==> src/rtl/imm_pkg.sv <==
// Shared types and opcode constants for RV64I immediate decoding.
package imm_pkg;

    localparam int unsigned INSTR_W = 32;
    localparam int unsigned OPC_W   = 7;
    localparam int unsigned FMT_W   = 3;

    typedef enum logic [FMT_W-1:0] {
        FMT_NONE = 3'd0,
        FMT_I    = 3'd1,
        FMT_S    = 3'd2,
        FMT_B    = 3'd3,
        FMT_U    = 3'd4,
        FMT_J    = 3'd5
    } imm_fmt_t;

    localparam logic [OPC_W-1:0] OPC_LOAD      = 7'b0000011;
    localparam logic [OPC_W-1:0] OPC_MISC_MEM  = 7'b0001111;
    localparam logic [OPC_W-1:0] OPC_OP_IMM    = 7'b0010011;
    localparam logic [OPC_W-1:0] OPC_OP_IMM_32 = 7'b0011011;
    localparam logic [OPC_W-1:0] OPC_JALR      = 7'b1100111;
    localparam logic [OPC_W-1:0] OPC_SYSTEM    = 7'b1110011;
    localparam logic [OPC_W-1:0] OPC_STORE     = 7'b0100011;
    localparam logic [OPC_W-1:0] OPC_BRANCH    = 7'b1100011;
    localparam logic [OPC_W-1:0] OPC_LUI       = 7'b0110111;
    localparam logic [OPC_W-1:0] OPC_AUIPC     = 7'b0010111;
    localparam logic [OPC_W-1:0] OPC_JAL       = 7'b1101111;

endpackage

==> src/rtl/imm_decode.sv <==
// Combinational instruction -> sign-extended immediate and format tag.
// Shared with the branch predictor for early target computation.
module imm_decode
    import imm_pkg::*;
#(
    parameter int unsigned XLEN = 64
) (
    input  logic [INSTR_W-1:0] instruction,
    output logic [XLEN-1:0]    imm_c,
    output imm_fmt_t           imm_fmt_c
);

    logic             sign;
    logic [OPC_W-1:0] opcode;

    assign sign   = instruction[31];
    assign opcode = instruction[OPC_W-1:0];

    // Every format replicates instruction[31] into the upper bits.
    always_comb begin
        imm_c     = '0;
        imm_fmt_c = FMT_NONE;
        case (opcode)
            OPC_LOAD, OPC_MISC_MEM, OPC_OP_IMM, OPC_OP_IMM_32, OPC_JALR, OPC_SYSTEM: begin
                imm_c     = {{(XLEN-12){sign}}, instruction[31:20]};
                imm_fmt_c = FMT_I;
            end
            OPC_STORE: begin
                imm_c     = {{(XLEN-12){sign}}, instruction[31:25], instruction[11:7]};
                imm_fmt_c = FMT_S;
            end
            OPC_BRANCH: begin
                imm_c     = {{(XLEN-13){sign}}, instruction[31], instruction[7],
                             instruction[30:25], instruction[11:8], 1'b0};
                imm_fmt_c = FMT_B;
            end
            OPC_LUI, OPC_AUIPC: begin
                imm_c     = {{(XLEN-32){sign}}, instruction[31:12], 12'b0};
                imm_fmt_c = FMT_U;
            end
            OPC_JAL: begin
                imm_c     = {{(XLEN-21){sign}}, instruction[31], instruction[19:12],
                             instruction[20], instruction[30:21], 1'b0};
                imm_fmt_c = FMT_J;
            end
            default: begin
                imm_c     = '0;
                imm_fmt_c = FMT_NONE;
            end
        endcase
    end

endmodule

==> src/rtl/imm_gen_rv64.sv <==
// Decode-stage immediate generator: combinational decode plus one output register stage.
module imm_gen_rv64
    import imm_pkg::*;
#(
    parameter int unsigned XLEN = 64
) (
    input  logic               clk,
    input  logic               rst_n,
    input  logic               in_valid,
    input  logic [INSTR_W-1:0] instruction,
    output logic               out_valid,
    output logic [XLEN-1:0]    imm,
    output imm_fmt_t           imm_fmt
);

    logic [XLEN-1:0] dec_imm;
    imm_fmt_t        dec_fmt;

    imm_decode #(.XLEN(XLEN)) u_decode (
        .instruction (instruction),
        .imm_c       (dec_imm),
        .imm_fmt_c   (dec_fmt)
    );

    // Data loads every cycle regardless of in_valid; out_valid alone qualifies it.
    always_ff @(posedge clk or negedge rst_n) begin
        if (!rst_n) begin
            out_valid <= 1'b0;
            imm       <= '0;
            imm_fmt   <= FMT_NONE;
        end else begin
            out_valid <= in_valid;
            imm       <= dec_imm;
            imm_fmt   <= dec_fmt;
        end
    end

endmodule

==> config.mk <==
export PLATFORM = sky130hd
export DESIGN_NAME = imm_gen_rv64
export DESIGN_NICKNAME = d
export VERILOG_FILES = /design/src/rtl/imm_pkg.sv /design/src/rtl/imm_decode.sv /design/src/rtl/imm_gen_rv64.sv
export SDC_FILE = /design/constraint.sdc
export NUM_CORES = 1
export LEC_CHECK = 0
export ABC_AREA = 1
export CAP_MARGIN = 20
export CORE_MARGIN = 1
export CORE_UTILIZATION = 36
export DETAILED_ROUTE_END_ITERATION = 12
export HOLD_SLACK_MARGIN = 0.08
export PLACE_DENSITY_LB_ADDON = 0.2
export SLEW_MARGIN = 20
export SYNTH_ARGS = -nofsm -noshare
export SYNTH_HDL_FRONTEND = slang
export SYNTH_SLANG_ARGS = --single-unit
==> constraint.sdc <==
create_clock -name clk -period 1.1 [get_ports clk]
set_input_delay 0.22 -clock clk [delete_from_list [all_inputs] [get_ports clk]]
set_output_delay 0.22 -clock clk [all_outputs]
set_load 0.005 [all_outputs]
# [Word level (Yosys, flattened, before mapping)]
# Cells that the tools add are included.
[classes] addsub=0 n_reduce_logical=2 eq_ne=11 div_mod_pow=0 shifts=0 n_bitwise=0 mul=0 n_mux=2 magnitude_cmp=0
[ops] op="one-hot mux 64 bit (5 select lines)" count=1
[ops] op="equality test 7 bit, second input constant" count=4
[ops] op="equality test 7 x 5 -> 1 bit, second input constant" count=3
[ops] op="one-hot mux 3 bit (5 select lines)" count=1
[ops] op="equality test 7 x 6 -> 1 bit, second input constant" count=2
[ops] op="equality test 7 x 2 -> 1 bit, second input constant" count=1
[ops] op="equality test 7 x 4 -> 1 bit, second input constant" count=1
[ops] op="OR reduction 6 bit" count=1
[ops] op="OR reduction 2 bit" count=1
[totals] mem_count=0 ramBits=0 out_inout_bits=68 rom_bits=0 latchBits=0 input_bits=35 reg_bits=68

# [Logic depth before layout (Yosys ltp)]
[depth] ltp_word=3 ltp_mapped=9 mapped_depth_nobuf=8

# [Modules after synthesis]
# From an unflattened synthesis, not the netlist that was laid out.
[unflattened] hier_cells=315 area_unflattened_um2=2880.3
[by_module_without_submodules] mod="imm_gen_rv64" seq_area_each_um2=1701.6 area_each_um2=1701.6 n_inst=1 cells_each=68
[by_module_without_submodules] mod="imm_decode" seq_area_each_um2=0.0 area_each_um2=1178.6 n_inst=1 cells_each=247

# [Worst setup path before layout]
# Ideal clock, no wire load.
[synth_timing] path_type="reg2out" startpoint="register, netlist name imm[62]" endpoint="output imm[32]" path_slack_ns=-0.144 required_time_ns=0.880 arrival_time_ns=1.024 path_stages_with_launch=2 cell_sequence="dfrtp_1 -> buf_4"
[synth_rtl] item="to (decl)" line="imm_gen_rv64.sv:12" rtl="output logic [XLEN-1:0] imm,"

==> impl_metrics.yaml <==
layout:
  finalNonFillerCells: 426
  n_fill_cell: 451
  final_common_cell: "nand2_1"
  ff_latch_area_um2: 902
  multi_input_area_um2: 850
  drive_gt1_share_pct: 42.4
  synthToLayoutAreaGrowth_pct: 59.5
  nNetsFinal: 390
  diodes: 0
  final_cell_mix: "57 x nand2_1, 36 x nor2_1, 35 x dfrtp_1"
sta:
  setup_viol: 33
  tightest_slew_ns: 0.225
  fin_crit_ns: 1.35
  rsz0062_at_grt: "true"
  relSlewSlack_pct: 85.0
  setup_slack_ns: -0.246
  period_share_pct: 122
  fmax_ghz: 0.743
  finalHoldViolCount: 0
  drv_slew: 0
global_route:
  grt_pass1_vias: 1637
  grt_antenna_before_repair: 0
  gr-usage-all-layers_pct: 17.5
  grt_max_degree: 37
  grt_pass1_wl_um: 7460
  grt.overflow.total: 0
run:
  cap_violations: 0
synth:
  synth-simple-area-share_pct: 30.4
  syn_inst: 250
  synth_nets: 285
  avgSynthCellArea_um2: 7.85
  synth_xor_area_share_pct: 0
  yosys-mux-area-fraction_pct: 0
  synth_top_cells_by_area: "dfrtp_1 46%, buf_4 12%, nand2_1 12%"
  synth_seq_cells: 36
  synthDistinctLibCells: 20
  synth-compound-area-share_pct: 3.76
  yosys_warnings: 0
  netlist.area_leader.share_pct: 45.9
  ys_seq_area_share_pct: 45.9
  synth_area_um2: 1960
  synthAdderAreaFrac_pct: 0
  synth_area_leader_cell: "dfrtp_1"
  synth_top_family_by_area: "simple AND/OR/NAND/NOR gates"
setup_path:
  arrival_ns: 1.13
  critPathCapture: "imm[43]"
  cpLargestDelayFamily: "flip-flops"
  cpMostUsedCell: "buf_12"
  critPathKind: "flop to output pin"
  endpoint_kind: "output pin"
  cp_max_fo: 9
  start_kind: "flop"
  crit_buf_inv: 3
  cp.depth: 3
  cp-startpoint: "imm[62]"
  crit_chain: "buf_12, buf_12, buf_2"
  required_ns: 0.88
  crit_path_max_incr_delay_ns: 0.44
  crit_slowest_cell: "dfrtp_2"
status:
  status: "finished with violations"
  violations: "negative setup slack"
detailed_routing:
  wl_per_cell_um: 12.0
  drc_errors: 0
  drtAntennaViolNets: 0
  drt_iter0_drc: 80
  vias: 1805
  vias_per_cell: 4.24
  firstDrtPassIters: 4
  wl_um: 5090
floorplan:
  die_area_um2: 5750
  fp.dieW_um: 75.8
  rows: 26
  ios: 103
  start_util_pct: 38.0
  coreArea_um2: 5170
  fp.dieH_um: 75.8
clock_tree:
  cts_tree: "built"
  cts_buffer_depth: 2
  numCtsBuffers: 5
  clk_pin_slew_worst_paths_ns: 0.07
  clockRootBuffer: "clkbuf_8"
  htree_num_levels: 2
  clock-sinks: 36
power_and_ir_drop:
  vdd_drop_max_mv: 0.430
  static-leakage-power_nw: 1.85
  finalPower_w: 0.00280
  powerDensity_nw_per_um2: 893
placed_design:
  dp_hpwl_um: 3440
  gp_congestion: 0.902
  dpl.cell_count: 408
  portBuffers: 102
hold_path:
  min_path_type: "primary input to flop"
stage by stage:
step | cell area (µm²) | setup WS [ns] | TNS [ns] | hold slack [ns] | util [%]
floorplan | 1970 | 0.0156 | 0 | -0.0756 | -
global placement | 2990 | -0.575 | -23.20 | 0.189 | 57.8
detailed placement | 2990 | -0.606 | -24.31 | 0.192 | 57.8
CTS | 3160 | -0.238 | -7.63 | 0.373 | 61.1
global route | 3130 | -0.280 | -7.99 | 0.362 | 60.5
finish | 3130 | -0.246 | -6.86 | 0.376 | 60.5
report_power, final:
group / internal, W / leakage (nW) / switching [W]
Combinational: 0.000264 / 1.31 / 0.000239
Sequential: 0.00136 / 0.494 / 0.0000110
Clock: 0.000441 / 0.0479 / 0.000481
Total: 0.00207 / 1.85 / 0.000731
metal layers:
layer / global-route usage [%] / share of wire [%] / vias to the layer above / wire [µm]
met4: 5.97 / 1.3 / 0 / 65
met3: 4.76 / 5.5 / 5 / 279
met1: 21.0 / 43 / 810 / 2210
met5: 0 / 0 / - / 0
li1: - / - / 933 / -
met2: 30.0 / 50 / 57 / 2540
flip-flops by register name, summed over array words and instances (netlist names):
signal / count
imm_fmt: 3
imm: 32
out_valid: 1
cell usage after synthesis, drive strengths merged:
library cell and number:
inv 23, nand3 13, buf 38, dfrtp 36
nor2 49, nand4 1, o21ai 5, nor3 1
nand2 75, a21oi 9
cells by family (layout without fill, tap and decap cells):
| logic type | count (synthesis) | after routing |
|---|---|---|
| flops | 36 | 36 |
| compound gates | 14 | 14 |
| simple gates | 139 | 141 |
| buf+inv | 61 | 165 |
cell type report:
type	instances	share of cell area, %
Clock inverter	3	0.600
Clock buffer	5	2.20
Tap cell	70	2.80
Inverter	23	2.84
Timing Repair Buffer	134	35.6
Sequential cell	36	28.8
Multi-Input combinational cell	155	27.1
how the worst min path moves through the flow:
stage	startpoint	endpoint	slack, ns	cells past startpoint
finish	in_valid	out_valid	0.38	1
CTS	in_valid	out_valid	0.37	1
detailed placement	rst_n	out_valid	0.19	2
floorplan	rst_n	imm[0]	-0.08	0
global route	in_valid	out_valid	0.36	1
global placement	rst_n	out_valid	0.19	2
what timing repair did:
item	CTS	global route
endpoints found under the hold margin	36	0
hold buffers	1	0
endpoints found under the setup margin	102	93
cloned	2	2
gates resized for setup	247	71
buffers inserted	3	3
pin swaps	6	10
No activity file was read; power rests on OpenSTA's default activity.
